### config.mk
export PLATFORM = sky130hd
export DESIGN_NAME = mem_stream_reader_flat
export DESIGN_NICKNAME = d
export VERILOG_FILES = /design/src/rtl/mem_stream_reader_pkg.sv /design/src/rtl/mem_stream_reader_if.sv /design/src/rtl/mem_stream_reader_fifo.sv /design/src/rtl/mem_stream_reader.sv /design/src/flat_wrapper.sv
export SDC_FILE = /design/constraint.sdc
export NUM_CORES = 1
export LEC_CHECK = 0
export CAP_MARGIN = 20
export CORE_ASPECT_RATIO = 0.5
export CORE_UTILIZATION = 57
export DETAILED_ROUTE_END_ITERATION = 7
export PLACE_DENSITY = 0.88
export SKIP_CTS_REPAIR_TIMING = 1
export SLEW_MARGIN = 25
export SYNTH_ARGS = -nofsm -noshare
export SYNTH_HDL_FRONTEND = slang
export SYNTH_SLANG_ARGS = --single-unit
### constraint.sdc
create_clock -name iclk -period 5.8 [get_ports iclk]
set_input_delay 1.16 -clock iclk [delete_from_list [all_inputs] [get_ports iclk]]
set_output_delay 1.16 -clock iclk [all_outputs]
set_load 0.02 [all_outputs]
### src/rtl/mem_stream_reader_pkg.sv
// mem_stream_pkg: shared state encoding and latency limit for the stream reader
package mem_stream_pkg;
    typedef enum logic [1:0] {IDLE, RUN, DRAIN} state_t;
    localparam int RD_LAT_MAX = 8;
endpackage

### src/rtl/mem_stream_reader_if.sv
// mem_stream_reader_if: command, memory read and output stream signals of the reader
interface mem_stream_reader_if #(parameter int pW = 36, parameter int pA = 18);
    logic          istart;
    logic [pA-1:0] ibase;
    logic [pA-1:0] ilen;
    logic          obusy;
    logic          odone;
    logic          ordena;
    logic [pA-1:0] ord_adr;
    logic [pW-1:0] idat;
    logic          oval;
    logic [pW-1:0] odat;
    logic          iready;
    modport master (input istart, ibase, ilen, idat, iready, output obusy, odone, ordena, ord_adr, oval, odat);
    modport slave (output istart, ibase, ilen, idat, iready, input obusy, odone, ordena, ord_adr, oval, odat);
endinterface

### src/rtl/mem_stream_reader_fifo.sv
// stream_fifo: power-of-two circular buffer with occupancy count and clock enable
module stream_fifo #(
    parameter int pW     = 36,
    parameter int pDEPTH = 8
) (
    input  logic                     iclk,
    input  logic                     irst,
    input  logic                     iclk_ena,
    input  logic                     iwrite,
    input  logic [pW-1:0]            iwdata,
    input  logic                     iread,
    output logic [pW-1:0]            ordata,
    output logic                     ofull,
    output logic                     oempty,
    output logic [$clog2(pDEPTH):0]  ocount
);
    localparam int AW = $clog2(pDEPTH);
    logic [pW-1:0] mem [pDEPTH];
    logic [AW-1:0] wp, rp;
    logic          wr, rd;
    assign wr     = iclk_ena && iwrite;
    assign rd     = iclk_ena && iread && !oempty;
    assign oempty = ocount == '0;
    assign ofull  = ocount == (AW+1)'(pDEPTH);
    assign ordata = mem[rp];
    always_ff @(posedge iclk)
        if (wr) mem[wp] <= iwdata;
    always_ff @(posedge iclk or posedge irst)
        if (irst) begin
            wp     <= '0;
            rp     <= '0;
            ocount <= '0;
        end else begin
            if (wr) wp <= wp + 1'b1;
            if (rd) rp <= rp + 1'b1;
            ocount <= ocount + (AW+1)'(wr) - (AW+1)'(rd);
        end
endmodule

### src/rtl/mem_stream_reader.sv
// mem_stream_reader: issues credit-gated memory reads and streams the returned words out
module mem_stream_reader
    import mem_stream_pkg::*;
#(
    parameter int pW     = 36,
    parameter int pA     = 18,
    parameter int pRD_LAT = 2,
    parameter int pDEPTH = 8
) (
    input  logic                iclk,
    input  logic                irst,
    input  logic                iclk_ena,
    mem_stream_reader_if.master bus
);
    localparam int LAT = pRD_LAT > RD_LAT_MAX ? RD_LAT_MAX : pRD_LAT;
    localparam int CW  = $clog2(pDEPTH) + 1;
    state_t          state, state_n;
    logic [pA-1:0]   adr, rem;
    logic [CW-1:0]   infl, fcount;
    logic [LAT-1:0]  vld;
    logic [pW-1:0]   head;
    logic            issue, push, pop, empty, full, done, done_n, drained;
    // credit covers reads still in the memory pipe plus words already buffered
    assign issue   = state == RUN && (infl + fcount) < CW'(pDEPTH);
    assign push    = vld[LAT-1];
    assign pop     = !empty && bus.iready && iclk_ena;
    assign drained = infl == '0 && fcount == CW'(pop);
    always_comb begin
        state_n = state;
        done_n  = 1'b0;
        case (state)
            IDLE: begin
                state_n = bus.istart && bus.ilen != '0 ? RUN : IDLE;
                done_n  = bus.istart && bus.ilen == '0;
            end
            RUN:     state_n = issue && rem == pA'(1) ? DRAIN : RUN;
            DRAIN: begin
                state_n = drained ? IDLE : DRAIN;
                done_n  = drained;
            end
            default: state_n = IDLE;
        endcase
    end
    always_ff @(posedge iclk or posedge irst)
        if (irst) begin
            state <= IDLE;
            done  <= 1'b0;
            adr   <= '0;
            rem   <= '0;
            infl  <= '0;
            vld   <= '0;
        end else if (iclk_ena) begin
            state <= state_n;
            done  <= done_n;
            infl  <= infl + CW'(issue) - CW'(push);
            vld   <= (vld << 1) | LAT'(issue);
            if (state == IDLE && bus.istart && bus.ilen != '0) begin
                adr <= bus.ibase;
                rem <= bus.ilen;
            end else if (issue) begin
                adr <= adr + 1'b1;
                rem <= rem - 1'b1;
            end
        end
    stream_fifo #(.pW(pW), .pDEPTH(pDEPTH)) u_fifo (
        .iclk     (iclk),
        .irst     (irst),
        .iclk_ena (iclk_ena),
        .iwrite   (push && (!full || pop)),
        .iwdata   (bus.idat),
        .iread    (pop),
        .ordata   (head),
        .ofull    (full),
        .oempty   (empty),
        .ocount   (fcount)
    );
    assign bus.obusy   = state != IDLE;
    assign bus.odone   = done;
    assign bus.ordena  = issue;
    assign bus.ord_adr = adr;
    assign bus.oval    = !empty;
    assign bus.odat    = empty ? '0 : head;
endmodule

### src/flat_wrapper.sv
// flat-port wrapper written by rule: the top's interface ports become plain ports
module mem_stream_reader_flat import mem_stream_pkg::*;
#(
    parameter int pW     = 36,
    parameter int pA     = 18,
    parameter int pRD_LAT = 2,
    parameter int pDEPTH = 8
)
  (iclk, irst, iclk_ena, bus_istart, bus_ibase, bus_ilen, bus_idat, bus_iready, bus_obusy, bus_odone, bus_ordena, bus_ord_adr, bus_oval, bus_odat);
  mem_stream_reader_if #(.pW(pW), .pA(pA)) bus_i ();
  input  logic iclk;
  input  logic irst;
  input  logic iclk_ena;
  input wire logic [$bits(bus_i.istart)-1:0] bus_istart;
  input wire logic [$bits(bus_i.ibase)-1:0] bus_ibase;
  input wire logic [$bits(bus_i.ilen)-1:0] bus_ilen;
  input wire logic [$bits(bus_i.idat)-1:0] bus_idat;
  input wire logic [$bits(bus_i.iready)-1:0] bus_iready;
  output wire logic [$bits(bus_i.obusy)-1:0] bus_obusy;
  output wire logic [$bits(bus_i.odone)-1:0] bus_odone;
  output wire logic [$bits(bus_i.ordena)-1:0] bus_ordena;
  output wire logic [$bits(bus_i.ord_adr)-1:0] bus_ord_adr;
  output wire logic [$bits(bus_i.oval)-1:0] bus_oval;
  output wire logic [$bits(bus_i.odat)-1:0] bus_odat;
  assign bus_i.istart = bus_istart;
  assign bus_i.ibase = bus_ibase;
  assign bus_i.ilen = bus_ilen;
  assign bus_i.idat = bus_idat;
  assign bus_i.iready = bus_iready;
  assign bus_obusy = bus_i.obusy;
  assign bus_odone = bus_i.odone;
  assign bus_ordena = bus_i.ordena;
  assign bus_ord_adr = bus_i.ord_adr;
  assign bus_oval = bus_i.oval;
  assign bus_odat = bus_i.odat;
  mem_stream_reader #(.pW(pW), .pA(pA), .pRD_LAT(pRD_LAT), .pDEPTH(pDEPTH)) u_core (.iclk(iclk), .irst(irst), .iclk_ena(iclk_ena), .bus(bus_i));
endmodule
==> metrics list <==
* Share of layout cells above drive strength 1: between 15 and 20%
* DRC marker count from the first detailed-route iteration: around 1,100
- For this design the top-level I/O count stands at ~140.
- The detail route stage leaves a number of antenna-violating nets equal to 0.
- Data on the critical path is required at its endpoint by roughly 4600 ps.
- The worst setup path is of the flip-flop to primary output kind.
- After detailed routing, the average wire length per cell comes to around 25 microns.
- Registers are responsible for approximately two fifths of the overall power.
- Number of placement rows: 41
- Final estimated routing congestion in global placement: 0.930
- The flow ran to the end, but the final reports show violations.
- CTS built an H-tree with a depth of 1.
- The number of global-route vias before repair was between 8,000 and 9,000.
- At the later pin of the worst-skew pair, clock insertion delay measures between 500 and 600 ps.
- Fraction of power consumed by combinational cells: approximately 38%
- Registers take between 10,000 and 15,000 sq um.
- Reg2Reg Setup Slack: 2340 ps
- Summing all multi-input logic gate instances after layout gives around 4400 sq um.
- Summed over all nets, the half-perimeter wirelength after detailed placement is between 15,000 and 20,000 microns.
- The core region is 25,200 sq um.
- Clock tree synthesis found a total of 343 sinks.
- Yosys printed 0 warnings.
* DRC viols: 1
- For this run, the leading register cell type out of synthesis is sky130_fd_sc_hd__edfxtp_1.
- Final setup violating endpoints: 0
- Violations in the final reports: design-rule violations
* Total die area: approximately 26,000 sq um
- Sequential element share of the synthesized area: 68.5%
- Initial antenna violation count: 1
- In this run the tool buffered the top-level ports with ~130 buffer cells.
* Number of iterations in the first detailed-routing pass: 7
- Overflow after GRT: 0
- Starting density of the core: 58.1%
- DR vias: between 8,000 and 9,000
- Counting the buffers created by CTS gives 29.
- For the finished layout, the period the worst path requires is between 4000 and 5000 ps.
- The die is approximately 230 microns wide.
- Fill cells in the final layout number 1,532.
- PwrDens: approximately 500 nW/um^2
* Pins over their slew limit: 0
- Switching share of power: between 30% and 40%
- Measured slew at the worst slew-check pin: roughly 1000 ps
- The final layout contains routed wiring with a total length of around 34,000 microns.
- Dividing the synthesized area by the synthesized cell count gives approximately 17 sq um.
- Compared with the post-synthesis result, the final layout area differs by 18.7%.
- Leading cell type by number of instances after synthesis: sky130_fd_sc_hd__edfxtp_1
- Clock slew seen by the registers of the worst setup and hold paths: ~70 ps
- Clock tree skew after final layout: approximately 22 ps
- Vias per inst: 6.43
- Number of unique standard cell types used by synthesis: 67
* Worst-path maximum fanout: 43
* # Max-Cap Violations: 0
- Fin util: 69.0%
- Flip-flop and latch count after synthesis: ~340
- Overall routing resource usage: 26.5%
- Measured against its own limit, the worst slew margin works out to a little under a third.
- Data arrival time of the critical path: ~3400 ps
- Critical path startpoint category: flip-flop
* Maximum vdd drop: about 0.27 mV
- Portion of the clock cycle consumed by the worst path in the final layout: between 70% and 80%
* Deepest clock path buffer count: 3
* Netlist area before placement: approximately 15,000 sq um
- The biggest area contributor in the post-synthesis netlist is sky130_fd_sc_hd__edfxtp_1.
* Internal: roughly 5.6 mW
* Die boundary height: 115 microns
- Setup repair after global routing left no endpoint under its margin.
- The synthesized design contains ~290 enable-type register cells.
- After synthesis, the most frequently instantiated cells are 288 x sky130_fd_sc_hd__edfxtp_1, 72 x sky130_fd_sc_hd__mux4_2, 67 x sky130_fd_sc_hd__nor2_1.
- Summed over all cells, the static leakage comes to ~6.0 nW.
* Largest net degree at the start of global routing: 44
* Async SR Flop Fraction: between 10% and 20%
- Max Freq: between 200 and 250 MHz
- The count of final hold-check violations came to 0.
- Net count after synthesis: approximately 950
* Power dissipated by switching net loads: between 3 and 4 mW
- Clock share of power: a little over a fifth
- First-pass GRT wire length: a little over 50,000 microns
* Crit path capture type: primary output
* TritonCTS clock tree: yes
* Post-synth top area share: 59.1%
- Summed over all failing endpoints, the final setup total negative slack is 0 ps.
* Nets: roughly 1,100
- The root buffer cell chosen for the clock tree is sky130_fd_sc_hd__clkbuf_16.
- After technology mapping, the gate count stands at 857.
- Path category of the worst min-delay check: flip-flop to flip-flop
- Biggest area contributors in the synthesized netlist: sky130_fd_sc_hd__edfxtp_1 59%, sky130_fd_sc_hd__mux4_2 11%, sky130_fd_sc_hd__dfrtp_1 9.4%
[path summary, 6_finish.rpt]
kind                                                   start  depth (start not counted)                            endpoint
setup / recovery             u_core.u_fifo.rp[0]$_DFFE_PP0P_                          5                        bus_odat[25]
hold / removal                     u_core.vld[0]$_DFFE_PP0P_                          1           u_core.vld[0]$_DFFE_PP0P_
setup reg to reg           u_core.u_fifo.ocount[2]$_DFF_PP0_                         12   u_core.u_fifo.ocount[2]$_DFF_PP0_
hold reg to reg                    u_core.vld[0]$_DFFE_PP0P_                          1           u_core.vld[0]$_DFFE_PP0P_
max in group asynchronous                               irst                          3     u_core.u_fifo.rp[0]$_DFFE_PP0P_
min in group asynchronous                               irst                          2  u_core.bus.ord_adr[11]$_DFFE_PP0P_
[registers in the layout, summed over array words and instances, names as in the netlist]
signal	count
u_core.u_fifo.wp	3
u_core.bus.ord_adr	18
u_core.state	2
u_core.rem	18
u_core.u_fifo.ocount	4
u_core.infl	4
u_core.bus.odone	1
u_core.u_fifo.rp	3
u_core.u_fifo.mem	288
u_core.vld	2
[kinds of logic (layout without fill, tap and decap cells)]
| family | Yosys count | in the layout | synth area share (%) |
|---|---|---|---|
| xor+xnor | 9 | 9 | 0.538 |
| other cells | 0 | 1 | 0 |
| mux | 132 | 132 | 15.2 |
| simple gates | 192 | 192 | 6.75 |
| flops | 343 | 343 | 68.5 |
| compound gates | 89 | 89 | 4.94 |
| fa+ha+maj | 20 | 20 | 1.81 |
| buf+inv | 72 | 241 | 2.24 |
[layout by cell type, fill, tap and decap left out, drive strengths merged, types with 3 or more instances in the layout]
cell           netlist  routed
and4                 3       3
a211oi               8       8
mux4                72      72
mux2                 7       7
xor2                 3       3
nand2               31      31
mux2i               53      53
clkdlybuf4s50        0     134
a311oi               4       4
a21o                 5       5
nand3               12      12
clkbuf              19      34
nor3                24      24
nand2b               6       6
xnor2                6       6
a22oi               16      16
dfrtp               55      55
inv                 31      33
o2bb2ai              8       8
and3                 5       5
buf                 21      22
nand4               12      12
ha                  18      18
nor2                67      67
clkinvlp             0       3
clkinv               1      13
o22a                 4       4
and2                 4       4
a21oi                7       7
edfxtp             288     288
nor3b                4       4
o22ai               15      15
nor4                12      12
or3                  5       5
o21ai                7       7
[power by group through the flow]
stage	clock network, mW	registers (mW)	logic, mW
2_1_floorplan	0	3.34	2.20
5_1_grt	2.03	3.54	3.48
4_1_cts	1.93	3.48	3.28
3_5_place_dp	0	3.53	3.23
3_3_place_gp	0	3.49	3.12
6_report	1.91	3.49	3.27
[through the flow]
stage                     cell area, sq um  cells  hold WS (ps)  setup WS [ps]  power [mW]
after CTS                            17400   1370           504           1140        8.69
after global placement               16400   1317           469           1680        6.61
final                                17400   1371           497           1200        8.68
after floorplan                      14600    857           448            739        5.54
after detailed placement             16500   1317           486           1590        6.76
after global routing                 17400   1371           523           1050        9.04
[area by class of cell]
cell class	count	share of cell area, %
repair buffers	156	8.74
clock inverters	19	0.915
diodes	1	0.0144
flip-flops and latches	343	57.7
inverters	32	0.691
multi-input cells	442	25.1
well taps	344	2.48
clock buffers	34	4.29
[metal layers]
| layer | track usage, % | wire length [microns] | up-vias |
|---|---|---|---|
| li1 | - | - | 3714 |
| met1 | 34.6 | 13500 | 4499 |
| met2 | 46.3 | 17500 | 531 |
| met3 | 4.86 | 2690 | 78 |
| met4 | 7.34 | 795 | 0 |
| met5 | 0 | 0 | - |
[critical path, cell delays in order, from the launching register on]
cell and delay (ps):
sky130_fd_sc_hd__dfrtp_4 980, sky130_fd_sc_hd__buf_12 360, sky130_fd_sc_hd__mux4_2 550, sky130_fd_sc_hd__mux2i_1 230
sky130_fd_sc_hd__nor2_1 90, sky130_fd_sc_hd__clkdlybuf4s50_1 600
(Power assumes the default switching activity.)
